<file path="config.mk">
export PLATFORM = sky130hd
export DESIGN_NAME = kv_vector_sram_flat
export DESIGN_NICKNAME = d
export VERILOG_FILES = /design/src/rtl/kv_vector_sram_pkg.sv /design/src/rtl/kv_vector_sram_if.sv /design/src/rtl/kv_vector_sram_array.sv /design/src/rtl/kv_vector_sram.sv /design/src/flat_wrapper.sv
export SDC_FILE = /design/constraint.sdc
export NUM_CORES = 1
export LEC_CHECK = 0
export ABC_AREA = 1
export CELL_PAD_IN_SITES_DETAIL_PLACEMENT = 0
export CELL_PAD_IN_SITES_GLOBAL_PLACEMENT = 1
export CORE_ASPECT_RATIO = 0.9
export CORE_MARGIN = 3
export CORE_UTILIZATION = 43
export DETAILED_ROUTE_END_ITERATION = 8
export PLACE_DENSITY_LB_ADDON = 0.1
export SKIP_CTS_REPAIR_TIMING = 1
export SKIP_LAST_GASP = 1
export SYNTH_ARGS = -nofsm -noshare
export SYNTH_HDL_FRONTEND = slang
export SYNTH_SLANG_ARGS = --single-unit
</file>
<file path="constraint.sdc">
create_clock -name clk -period 2.09 [get_ports clk]
set_input_delay 0.209 -clock clk [delete_from_list [all_inputs] [get_ports clk]]
set_output_delay 0.209 -clock clk [all_outputs]
set_load 0.005 [all_outputs]
</file>
<file path="src/rtl/kv_vector_sram_pkg.sv">
// Package: kv_vector_sram_pkg
// Shared definitions for the K/V vector store. These are the vector types,
// the sequence length and the controller-facing state encoding.
//   MAX_SEQ_LEN      : number of sequence positions (default DEPTH / NUM_PASSES)
//   K_VECTOR_T       : one K vector
//   V_VECTOR_T       : one V vector
//   kv_sram_state_e  : S_FILL / S_STREAM / S_DONE
package kv_vector_sram_pkg;

  localparam int unsigned MAX_SEQ_LEN = 4;

  typedef logic [15:0] K_VECTOR_T;
  typedef logic [15:0] V_VECTOR_T;

  typedef enum logic [1:0] {
    S_FILL   = 2'd0,
    S_STREAM = 2'd1,
    S_DONE   = 2'd2
  } kv_sram_state_e;

endpackage

</file>
<file path="src/rtl/kv_vector_sram_if.sv">
// Interface: kv_vector_sram_if
// Groups the two handshakes of the vector store.
//   write side : ctrl_vld, wr_vector (controller -> store), sram_rdy (store -> controller)
//   read side  : rd_vld, rd_vector, rd_last, rd_pass_last (store -> datapath),
//                rd_rdy (datapath -> store)
// Modports:
//   slave  : the vector store itself
//   master : the controller / attention datapath side
interface kv_vector_sram_if
  import kv_vector_sram_pkg::*;
#(
  parameter int unsigned VEC_BITS = $bits(K_VECTOR_T)
);

  logic                ctrl_vld;
  logic [VEC_BITS-1:0] wr_vector;
  logic                sram_rdy;
  logic                rd_vld;
  logic                rd_rdy;
  logic [VEC_BITS-1:0] rd_vector;
  logic                rd_last;
  logic                rd_pass_last;

  modport slave (
    input  ctrl_vld,
    input  wr_vector,
    output sram_rdy,
    output rd_vld,
    input  rd_rdy,
    output rd_vector,
    output rd_last,
    output rd_pass_last
  );

  modport master (
    output ctrl_vld,
    output wr_vector,
    input  sram_rdy,
    input  rd_vld,
    output rd_rdy,
    input  rd_vector,
    input  rd_last,
    input  rd_pass_last
  );

endinterface

</file>
<file path="src/rtl/kv_vector_sram_array.sv">
// Module: vec_sram_array
// DEPTH x WIDTH flop-based storage, one synchronous write port and one
// combinational read port. Contents are never reset. Kept behind this
// boundary so an SRAM macro can replace it.
//   clk   : clock
//   we    : write enable
//   waddr : write address
//   wdata : write data
//   raddr : read address
//   rdata : read data (combinational from raddr)
module vec_sram_array #(
  parameter int unsigned DEPTH = 4,
  parameter int unsigned WIDTH = 16,
  parameter int unsigned AW    = 2
) (
  input  logic             clk,
  input  logic             we,
  input  logic [AW-1:0]    waddr,
  input  logic [WIDTH-1:0] wdata,
  input  logic [AW-1:0]    raddr,
  output logic [WIDTH-1:0] rdata
);

  logic [WIDTH-1:0] mem_q [DEPTH];

  always_ff @(posedge clk) begin
    if (we) begin
      mem_q[waddr] <= wdata;
    end
  end

  always_comb begin
    rdata = mem_q[raddr];
  end

endmodule

</file>
<file path="src/rtl/kv_vector_sram.sv">
// Module: kv_vector_sram
// Stores one full sequence of K (or V) vectors written by the memory
// controller, then replays the whole sequence NUM_PASSES times (one pass per
// Q vector) to the attention datapath through a registered output stage.
// Ports:
//   clk        : clock
//   rst        : synchronous active-high reset
//   bus        : kv_vector_sram_if.slave (write and read handshakes)
//   start      : in S_DONE, rearm for a new load
//   done       : all passes delivered
//   parity_err : sticky parity error (only with KV_SRAM_PARITY_EN)
// Build option: define KV_SRAM_PARITY_EN to store and check an even-parity
// bit per entry.
module kv_vector_sram
  import kv_vector_sram_pkg::*;
#(
  parameter int unsigned DEPTH      = MAX_SEQ_LEN,
  parameter int unsigned NUM_PASSES = MAX_SEQ_LEN,
  parameter int unsigned VEC_BITS   = $bits(K_VECTOR_T)
) (
  input  logic                   clk,
  input  logic                   rst,
  kv_vector_sram_if.slave        bus,
  input  logic                   start,
`ifdef KV_SRAM_PARITY_EN
  output logic                   parity_err,
`endif
  output logic                   done
);

  // DEPTH=1 still needs a 1-bit pointer; it simply stays at 0.
  localparam int unsigned PTR_W = (DEPTH > 1) ? $clog2(DEPTH) : 1;
  localparam int unsigned CNT_W = $clog2(NUM_PASSES) + 1;
`ifdef KV_SRAM_PARITY_EN
  localparam int unsigned MEM_W = VEC_BITS + 1;
`else
  localparam int unsigned MEM_W = VEC_BITS;
`endif

  localparam logic [PTR_W-1:0] PTR_LAST  = PTR_W'(DEPTH - 1);
  localparam logic [PTR_W-1:0] PTR_ONE   = PTR_W'(1);
  localparam logic [CNT_W-1:0] PASS_LAST = CNT_W'(NUM_PASSES - 1);
  localparam logic [CNT_W-1:0] PASS_NUM  = CNT_W'(NUM_PASSES);
  localparam logic [CNT_W-1:0] CNT_ONE   = CNT_W'(1);

  kv_sram_state_e      state_q, state_d;
  logic [PTR_W-1:0]    wr_ptr_q, wr_ptr_d;
  logic [PTR_W-1:0]    rd_ptr_q, rd_ptr_d;
  logic [CNT_W-1:0]    pass_cnt_q, pass_cnt_d;
  logic                rd_vld_q, rd_vld_d;
  logic                rd_last_q, rd_last_d;
  logic                rd_pass_last_q, rd_pass_last_d;
  logic [VEC_BITS-1:0] rd_vector_q, rd_vector_d;
`ifdef KV_SRAM_PARITY_EN
  logic                parity_err_q, parity_err_d;
`endif

  logic             sram_rdy;
  logic             wr_fire;
  logic             rd_hs;
  logic             rd_load;
  logic [MEM_W-1:0] mem_wdata;
  logic [MEM_W-1:0] mem_rdata;

  // ---------------------------------------------------------------- storage
`ifdef KV_SRAM_PARITY_EN
  // Stored parity bit makes the XOR over the whole entry zero.
  assign mem_wdata = {^bus.wr_vector, bus.wr_vector};
`else
  assign mem_wdata = bus.wr_vector;
`endif

  vec_sram_array #(
    .DEPTH (DEPTH),
    .WIDTH (MEM_W),
    .AW    (PTR_W)
  ) u_array (
    .clk   (clk),
    .we    (wr_fire),
    .waddr (wr_ptr_q),
    .wdata (mem_wdata),
    .raddr (rd_ptr_q),
    .rdata (mem_rdata)
  );

  // ----------------------------------------------------------- event terms
  assign wr_fire = bus.ctrl_vld && sram_rdy;
  assign rd_hs   = rd_vld_q && bus.rd_rdy;
  // Output register refills when empty or being drained, while passes remain.
  assign rd_load = (state_q == S_STREAM) && (!rd_vld_q || bus.rd_rdy) &&
                   (pass_cnt_q < PASS_NUM);

  // -------------------------------------------------------- state register
  always_ff @(posedge clk) begin
    if (rst) begin
      state_q        <= S_FILL;
      wr_ptr_q       <= '0;
      rd_ptr_q       <= '0;
      pass_cnt_q     <= '0;
      rd_vld_q       <= 1'b0;
      rd_last_q      <= 1'b0;
      rd_pass_last_q <= 1'b0;
      rd_vector_q    <= '0;
`ifdef KV_SRAM_PARITY_EN
      parity_err_q   <= 1'b0;
`endif
    end else begin
      state_q        <= state_d;
      wr_ptr_q       <= wr_ptr_d;
      rd_ptr_q       <= rd_ptr_d;
      pass_cnt_q     <= pass_cnt_d;
      rd_vld_q       <= rd_vld_d;
      rd_last_q      <= rd_last_d;
      rd_pass_last_q <= rd_pass_last_d;
      rd_vector_q    <= rd_vector_d;
`ifdef KV_SRAM_PARITY_EN
      parity_err_q   <= parity_err_d;
`endif
    end
  end

  // ------------------------------------------------------- next-state logic
  always_comb begin
    state_d = state_q;
    unique case (state_q)
      S_FILL:   if (wr_fire && (wr_ptr_q == PTR_LAST)) state_d = S_STREAM;
      S_STREAM: if (rd_hs && rd_last_q && rd_pass_last_q) state_d = S_DONE;
      S_DONE:   if (start) state_d = S_FILL;
      default:  state_d = S_FILL;
    endcase
  end

  // -------------------------------------------------------- datapath logic
  always_comb begin
    wr_ptr_d       = wr_ptr_q;
    rd_ptr_d       = rd_ptr_q;
    pass_cnt_d     = pass_cnt_q;
    rd_vld_d       = rd_vld_q;
    rd_last_d      = rd_last_q;
    rd_pass_last_d = rd_pass_last_q;
    rd_vector_d    = rd_vector_q;
`ifdef KV_SRAM_PARITY_EN
    parity_err_d   = parity_err_q;
`endif

    if (wr_fire) begin
      wr_ptr_d = (wr_ptr_q == PTR_LAST) ? '0 : wr_ptr_q + PTR_ONE;
    end

    if (rd_load) begin
      rd_vld_d       = 1'b1;
      rd_vector_d    = mem_rdata[VEC_BITS-1:0];
      rd_last_d      = (rd_ptr_q == PTR_LAST);
      rd_pass_last_d = (pass_cnt_q == PASS_LAST);
      if (rd_ptr_q == PTR_LAST) begin
        rd_ptr_d   = '0;
        pass_cnt_d = pass_cnt_q + CNT_ONE;
      end else begin
        rd_ptr_d   = rd_ptr_q + PTR_ONE;
      end
`ifdef KV_SRAM_PARITY_EN
      if (^mem_rdata) parity_err_d = 1'b1;
`endif
    end else if (rd_hs) begin
      rd_vld_d = 1'b0;
    end

    if ((state_q == S_DONE) && start) begin
      wr_ptr_d     = '0;
      rd_ptr_d     = '0;
      pass_cnt_d   = '0;
`ifdef KV_SRAM_PARITY_EN
      parity_err_d = 1'b0;
`endif
    end
  end

  // ---------------------------------------------------------- output logic
  always_comb begin
    // Held low while rst is asserted so no write can be offered during reset.
    sram_rdy         = (state_q == S_FILL) && !rst;
    done             = (state_q == S_DONE);
    bus.sram_rdy     = sram_rdy;
    bus.rd_vld       = rd_vld_q;
    bus.rd_vector    = rd_vector_q;
    bus.rd_last      = rd_last_q;
    bus.rd_pass_last = rd_pass_last_q;
`ifdef KV_SRAM_PARITY_EN
    parity_err       = parity_err_q;
`endif
  end

endmodule

</file>
<file path="src/flat_wrapper.sv">
// flat-port wrapper written by rule: the top's interface ports become plain ports
module kv_vector_sram_flat import kv_vector_sram_pkg::*;
#(
  parameter int unsigned DEPTH      = MAX_SEQ_LEN,
  parameter int unsigned NUM_PASSES = MAX_SEQ_LEN,
  parameter int unsigned VEC_BITS   = $bits(K_VECTOR_T)
)
  (clk, rst, start, done, bus_ctrl_vld, bus_wr_vector, bus_sram_rdy, bus_rd_vld, bus_rd_rdy, bus_rd_vector, bus_rd_last, bus_rd_pass_last);
  kv_vector_sram_if #(.VEC_BITS(VEC_BITS)) bus_i ();
  input  logic clk;
  input  logic rst;
  input  logic start;
  output logic done;
  input wire logic [$bits(bus_i.ctrl_vld)-1:0] bus_ctrl_vld;
  input wire logic [$bits(bus_i.wr_vector)-1:0] bus_wr_vector;
  output wire logic [$bits(bus_i.sram_rdy)-1:0] bus_sram_rdy;
  output wire logic [$bits(bus_i.rd_vld)-1:0] bus_rd_vld;
  input wire logic [$bits(bus_i.rd_rdy)-1:0] bus_rd_rdy;
  output wire logic [$bits(bus_i.rd_vector)-1:0] bus_rd_vector;
  output wire logic [$bits(bus_i.rd_last)-1:0] bus_rd_last;
  output wire logic [$bits(bus_i.rd_pass_last)-1:0] bus_rd_pass_last;
  assign bus_i.ctrl_vld = bus_ctrl_vld;
  assign bus_i.wr_vector = bus_wr_vector;
  assign bus_sram_rdy = bus_i.sram_rdy;
  assign bus_rd_vld = bus_i.rd_vld;
  assign bus_i.rd_rdy = bus_rd_rdy;
  assign bus_rd_vector = bus_i.rd_vector;
  assign bus_rd_last = bus_i.rd_last;
  assign bus_rd_pass_last = bus_i.rd_pass_last;
  kv_vector_sram #(.DEPTH(DEPTH), .NUM_PASSES(NUM_PASSES), .VEC_BITS(VEC_BITS)) u_core (.clk(clk), .rst(rst), .bus(bus_i), .start(start), .done(done));
endmodule
</file>
* After elaboration in Yosys (flattened, before gate mapping)
Memory sizes are Yosys's and may differ from the RTL's. A register that Yosys moved wholly into a read port is not among the register bits. Index checks and enable logic that the tools add are counted.
Storage, ports and cells: flip-flop bits (word level) 12, memory bits (writable) 64, output and inout bits 21, memories 1
Memories:
- u_core.u_array.mem_q | depth 4, bits a word 16, read ports 1, clocked after Yosys merged registers in 1, write ports 1, RTL line kv_vector_sram_array.sv:24 | logic [WIDTH-1:0] mem_q [DEPTH];
Cells by class: add/sub/neg operators 3, magnitude comparators 1, equal/unequal tests 8, mux-type cells 10, reduce and logical (&&, ||, !) cells 17
Operator list (number):
- $mux 2 | 5
- $logic_and 1x1->1 | 9
- $eq 2x2->1 const B | 3
- $pmux 2 s3 | 1
- $add 2x1->2 const B | 2
- $mux 1 | 4
- $ne 2x2->1 const B | 2
- $add 3x1->3 const B | 1
- $eq 3x2->1 const B | 1
- $lt 3x3->1 const B | 1
- $reduce_and 3->1 | 1
- $eq 2x1->1 const B | 1
- $logic_not 1->1 | 2
- $logic_not 2->1 | 1
- $ne 2x1->1 const B | 1
- $reduce_and 2->1 | 1
- $reduce_bool 2->1 | 1
- $reduce_or 2->1 | 1
- $logic_or 1x1->1 | 1

* Logic depth before layout (Yosys ltp)
Gate-level depths: netlist of run 1.
depth after elaboration 6, mapped depth 8, depth with buffers taken out 6

* Modules after synthesis
From an unflattened synthesis of run 1, not the netlist that was laid out.
Unflattened totals: cell total of the unflattened synthesis 407, area, all modules 3903.7 sq um
Modules (own cells, without submodules):
- vec_sram_array | instances 1, cells an instance 259, area each 2758.9 sq um, sequential area each 1921.8 sq um
- kv_vector_sram | instances 1, cells an instance 148, area each 1144.8 sq um, sequential area each 560.5 sq um

* Worst setup path before layout of run 1
Ideal clock, no wire load.
path kind register -> register, start point reg u_core.state_q[1], end point mem u_core.u_array.mem_q[0][0], enable pin, library setup time 0.389 ns, arrival 1.535 ns, data required time 1.701 ns, slack 0.167 ns, stages on the path, launching flop included 4, cell sequence dfxtp_1 > nor3_2 > nand2_1 > nor2_1
On the way: word-level cells in the longest chain between the ends 5
Ends and longest elaborated chain:
- start, declared | RTL line kv_vector_sram.sv:46 | kv_sram_state_e state_q, state_d;
- start signal, assigned | RTL line kv_vector_sram.sv:108 | state_q <= state_d;
- $logic_not 2->1 | RTL line kv_vector_sram.sv:181 | sram_rdy = (state_q == S_FILL) && !rst;
- $logic_and 1x1->1 | RTL line kv_vector_sram.sv:181
- named net bus_sram_rdy | RTL line flat_wrapper.sv:16 | output wire logic [$bits(bus_i.sram_rdy)-1:0] bus_sram_rdy;
- $logic_and 1x1->1 | RTL line kv_vector_sram.sv:87 | assign wr_fire = bus.ctrl_vld && sram_rdy;
- $mux 1 | RTL line kv_vector_sram_array.sv:27 | if (we) begin
- $mux 1 (not written as such) | RTL line kv_vector_sram_array.sv:28 | mem_q[waddr] <= wdata;
- end, declared | RTL line kv_vector_sram_array.sv:24
The timed path passes the listed nets, and every way through them passes these cells.

* Worst setup path in the final report of run 1
start point reg u_core.state_q[1], end point out bus_sram_rdy
On the way: word-level cells in the longest chain between the ends 2
Ends and longest elaborated chain (RTL line):
- $logic_not 2->1 | kv_vector_sram.sv:181
- $logic_and 1x1->1 | kv_vector_sram.sv:181
- end, declared | flat_wrapper.sv:16
No other way between the ends.

==> results of run 1 <==
[final timing paths]
kind,start,end,slack [ns],depth (start not counted)
setup / recovery,u_core.state_q[1]$_SDFFE_PP0P_,bus_sram_rdy,0.32,3
hold / removal,u_core.bus.rd_last$_SDFFE_PP0P_,u_core.bus.rd_last$_SDFFE_PP0P_,0.49,2
setup reg to reg,u_core.state_q[1]$_SDFFE_PP0P_,u_core.u_array.mem_q[1][3]$_DFFE_PP_,0.65,4
hold reg to reg,u_core.bus.rd_last$_SDFFE_PP0P_,u_core.bus.rd_last$_SDFFE_PP0P_,0.49,2
[report_power, final]
group | switching (uW) | leakage, uW | internal (uW)
Sequential | 8.09 | 0.000808 | 1970
Combinational | 76.6 | 0.00109 | 65.9
Clock | 588 | 0.0000897 | 468
Total | 673 | 0.00199 | 2510
[tightest hold or removal path, stage by stage (launching register included)]
cell and delay, ns:
dfxtp_1 0.33, nand2_1 0.06, a21oi_1 0.05
[cells in the final DEF, fill, tap and decap left out, drive strengths merged]
cell type / instances
nand4: 3
clkbuf: 11
ha: 7
buf: 11
clkinv: 3
edfxtp: 64
nand3: 4
o21ai: 5
dfxtp: 28
nand2: 126
nor3: 1
inv: 69
a21oi: 7
nor2: 114
clkinvlp: 1
clkdlybuf4s50: 41
[stage by stage]
step	cell area (um^2)	util (%)	total power [uW]
after detailed placement	4550	52.2	2170
after floorplan	3930	-	2080
after global routing	4730	54.2	3320
after global placement	4550	52.2	2160
after CTS	4730	54.2	3220
final	4730	54.2	3180
[area by class of cell]
| type | count | area, um^2 |
|---|---|---|
| Clock buffer | 11 | 141 |
| Timing Repair Buffer | 52 | 556 |
| Tap cell | 119 | 149 |
| Inverter | 68 | 255 |
| Multi-Input combinational cell | 267 | 1110 |
| Sequential cell | 92 | 2480 |
| Fill cell | 844 | 4000 |
| Clock inverter | 5 | 35.0 |
[sequential cells by signal, summed over array words and instances (netlist names)]
name / count
u_core.bus.rd_vector: 16
u_core.state_q: 2
u_core.rd_ptr_q: 2
u_core.u_array.mem_q: 64
u_core.bus.rd_vld: 1
u_core.wr_ptr_q: 2
u_core.pass_cnt_q: 3
u_core.bus.rd_last: 1
u_core.bus.rd_pass_last: 1
[per-layer routing]
metal / up-vias / GRT usage [%]
li1: 1442 / -
met1: 1176 / 21.2
met2: 41 / 22.5
met3: 9 / 3.54
met4: 0 / 4.42
met5: - / 0
[logic make-up (layout without fill, tap and decap cells)]
logic type / Yosys count / count (layout) / synth area share (%)
AOI/OAI and AO/OA: 12 / 12 / 1.53
adders and majority gates: 7 / 7 / 2.23
buffers and inverters: 83 / 136 / 8.51
DFF: 92 / 92 / 63.2
and+or+nand+nor: 248 / 248 / 24.5
==> impl_metrics.yaml, run 1 <==
setup_path:
  worstPathArrival_ns: 1.56
  start_kind: "register"
  cp_max_fo: 4
  cp_num_buf_inv: 2
  path_class: "register to primary output"
  required_ns: 1.88
  slowest_delay_ns: 0.49
  critical-path-slowest-cell: "clkdlybuf4s50_1"
  cp-end-kind: "primary output"
  crit_path_cell_trace: "nor3_2 -> buf_4 -> clkdlybuf4s50_1"
  worst_path_dominant_cell_family: "buffers and inverters"
floorplan:
  std_cell_rows: 32
  core-area_mm2: 0.00873
  die_x_um: 107
  start_util_pct: 45.0
  die_area_mm2: 0.0103
  dieHeight_um: 96.7
  ioPinCount: 42
place:
  dp_hpwl_mm: 4.64
  numPlacedInstances: 598
  gp_congestion: 0.763
  dpl_worst_slack_ns: 0.419
  port_buffers: 41
yosys:
  synth_area_mm2: 0.00393
  yosysWarnings: 0
  synthDistinctLibCells: 18
  synthMostInstantiatedCell: "nand2_1"
  synth_nets: 470
  async_flop_share_pct: 0
  ys_seq_elements: 92
  seq_area_frac_synth_pct: 63.2
  synth_edf_count: 64
  synthTopCellsByCount: "nand2_1 (126), nor2_1 (113), inv_1 (65), edfxtp_1 (64), dfxtp_1 (28)"
  synth_top_area_cell: "edfxtp_1"
  synth_cells: 442
  synthFlopType: "edfxtp_1"
  yosys.area.top_type_share_pct: 48.9
  synth_area_leaders: "edfxtp_1 (49%), dfxtp_1 (14%), nand2_1 (12%)"
  syn_area_per_cell_um2: 8.88
sta:
  fin_crit_sh_pct: 84.6
  fmax_ghz: 0.565
  min_period_ns: 1.77
  worst_slack_ns: 0.321
  fin_tns_setup_ns: 0
  rsz0062_at_grt: "false"
  drv_slew: 0
  worst_pin_slew_ns: 0.637
  final_hold_viol_count: 0
  final.setup_skew_ns: 0.0113
  finalSetupViolCount: 0
  slew_headroom_pct: 57.5
  fin_hold_ws_ns: 0.487
global_routing:
  grt_max_degree: 66
  grt.overflow.total: 0
  grt_pass1_wl_mm: 12.0
  antenna_found_initial: 0
  grt_pass1_vias: 2436
  grt_use_total_pct: 14.8
finish:
  finalNetCount: 518
  instances_no_fill: 614
  n_antenna_cell: 0
  syn_to_final_growth_pct: 20.5
  drive_gt1_share_pct: 6.67
detailed_routing:
  top_layer_used: "met4"
  wl_met3_um: 281
  ant_nets: 0
  drc: 0
  wl_met1_mm: 3.62
  avgRoutedWirePerCell_um: 11.6
  first_pass_iters: 6
  num_vias: 2668
  drt-total-wl_mm: 7.12
  vias_per_cell: 4.35
  dr_wl_met2_mm: 3.15
  drtIter0Drc: 95
clock_tree:
  clk_path_buf_depth: 2
  h-tree-depth: 3
  root_buffer: "clkbuf_8"
  cts.sinks: 92
  cts_tree: "done"
  clk_latency_ns: 0.34
  cts_buffers: 9
  clk_pin_slew_ns: 0.08
outcome:
  status: "finished, final reports clean"
pwr:
  power_density_mw_per_mm2: 672
  vdd_drop_max_mv: 0.467
  p_leak_uw: 0.00199
run:
  maxCapViolations: 0
min_path:
  hp-class: "register to register"
(Power assumes the default switching activity.)
==> run 2, diff against run 1 <==
Settings changed: CORE_UTILIZATION 43 to 38.
Clock period 2.09 ns to 1.57 ns, I/O delays scaled along.
==> run 2 against run 1 <==
Effect of this change:
- sequential power is 33% higher
- combinational power is 40% higher
- clock-buffer cell count is 1 higher
- design area is 4.4% higher
- via count is 0.34% lower
- non-clock buffer count is 8 higher
- die area is 12% higher
- worst hold slack worse by 0.033 ns
- largest power group unchanged
==> impl_metrics.yaml, run 2 (synthesis results as in run 1) <==
setup_path:
  crit_path_cell_trace: "nand2_2 -> inv_1 -> clkdlybuf4s50_1"
  path_class: "register to primary output"
  slowest_delay_ns: 0.49
  cp_num_buf_inv: 2
  cp_max_fo: 4
  required_ns: 1.41
  cp-end-kind: "primary output"
  worst_path_dominant_cell_family: "buffers and inverters"
  start_kind: "register"
  critical-path-slowest-cell: "clkdlybuf4s50_1"
  worstPathArrival_ns: 1.34
finish:
  final_cell_mix: "nand2_1 (125), nor2_1 (110), inv_1 (65), edfxtp_1 (64), clkdlybuf4s50_1 (40)"
  multiInputGateArea_mm2: 0.00112
  ff_latch_area_mm2: 0.00248
  regMostFlops: "u_core.u_array.mem_q"
  largest_reg_flops: 64
  finalNetCount: 526
  syn_to_final_growth_pct: 25.7
  fillCellCount: 961
  final_area_mm2: 0.00494
  instances_no_fill: 628
  drive_gt1_share_pct: 8.57
  mostFrequentLayoutCell: "nand2_1"
  n_antenna_cell: 0
place:
  dpl_cell_area_mm2: 0.00461
  numPlacedInstances: 611
  gp_congestion: 0.768
  dp_hpwl_mm: 4.79
  port_buffers: 41
sta:
  fmax_ghz: 0.666
  rsz0062_at_grt: "false"
  finalSetupViolCount: 0
  min_period_ns: 1.50
  worst_pin_slew_ns: 0.634
  slew_headroom_pct: 57.7
  fin_crit_sh_pct: 95.7
  final.setup_skew_ns: 0.00916
  final_hold_viol_count: 0
  drv_slew: 0
floorplan:
  start_util_pct: 39.8
  dieHeight_um: 102
  std_cell_rows: 34
  core-area_mm2: 0.00987
  die_area_mm2: 0.0116
  die_x_um: 113
  ioPinCount: 42
clock_tree:
  clk_pin_slew_ns: 0.06
  root_buffer: "clkbuf_16"
  clk_latency_ns: 0.34
  clk_path_buf_depth: 2
  cts_buffers: 9
  cts_tree: "done"
  cts.sinks: 92
  h-tree-depth: 3
pwr:
  p_comb_share_pct: 4.0
  power_density_mw_per_mm2: 1020
  vdd_drop_max_mv: 0.698
  netSwitchingFraction_pct: 18.5
  clock_power_share_pct: 43.6
  seqPwrFrac_pct: 52.4
  p_int_uw: 4110
  p_leak_uw: 0.00209
  switchingPower_uw: 930
detailed_routing:
  vias_per_cell: 4.23
  ant_nets: 0
  num_vias: 2659
  drc: 0
  drt-total-wl_mm: 7.31
  first_pass_iters: 4
  avgRoutedWirePerCell_um: 11.6
  drtIter0Drc: 119
min_path:
  hp-class: "input pin to register"
run:
  maxCapViolations: 0
global_routing:
  grt_max_degree: 38
  grt_use_total_pct: 13.7
  grt.overflow.total: 0
  grt_pass1_vias: 2444
  antenna_found_initial: 0
  grt_pass1_wl_mm: 11.8
outcome:
  status: "finished, final reports clean"
-- run 2: cell types whose count changed in the layout (fill, tap and decap cells not counted), moves of 2 or more --
cell,change
clkbuf_8,-10
clkbuf_16,+9
buf_4,+8
nor2_1,-3
nor2_2,+3
bufinv_16,+2
clkbuf_1,+2
-- run 2: power by group through the flow --
stage / Clock, uW / Sequential [uW] / Combinational (uW)
floorplan: 0 / 2690 / 73.2
global placement: 0 / 2690 / 199
detailed placement: 0 / 2690 / 201
CTS: 2260 / 2640 / 202
global route: 2360 / 2640 / 225
finish: 2200 / 2640 / 200
-- run 2: stage by stage --
stage          hold WS, ns  setup TNS (ns)  setup slack [ns]  total power, uW  utilization [%]
2_1_floorplan        0.226           -6.37            -0.133             2760                -
3_3_place_gp         0.471           -3.35           -0.0617             2890             46.8
3_5_place_dp         0.470           -2.97           -0.0606             2890             46.8
4_1_cts              0.441          -0.229            -0.180             5100             49.8
5_1_grt              0.460               0            0.0125             5220             50.0
6_report             0.454               0            0.0681             5040             50.0
-- run 2: path summary, 6_finish.rpt --
kind | from | cells past startpoint | slack [ns] | to
worst max-delay path | u_core.state_q[1]$_SDFFE_PP0P_ | 3 | 0.07 | done
worst min-delay path | bus_wr_vector[7] | 1 | 0.45 | u_core.u_array.mem_q[1][7]$_DFFE_PP_
worst max register to register | u_core.state_q[0]$_SDFFE_PP0P_ | 4 | 0.15 | u_core.u_array.mem_q[2][15]$_DFFE_PP_
worst min register to register | u_core.bus.rd_last$_SDFFE_PP0P_ | 2 | 0.48 | u_core.bus.rd_last$_SDFFE_PP0P_
-- run 2: layer usage --
layer	wire length [um]	share of wire, %	up-vias	GRT usage (%)
met3	337	4.6	10	4.14
met1	3610	49	1144	17.1
li1	-	-	1458	-
met5	0	0	-	0
met2	3250	44	47	22.3
met4	112	1.5	0	5.55
-- run 2: area by class of cell --
cell class	count	area share [%]
Multi-Input combinational cell	267	22.7
Inverter	68	5.17
Sequential cell	92	50.3
Timing Repair Buffer	60	12.5
Tap cell	126	3.19
Clock inverter	3	1.32
Clock buffer	12	4.79
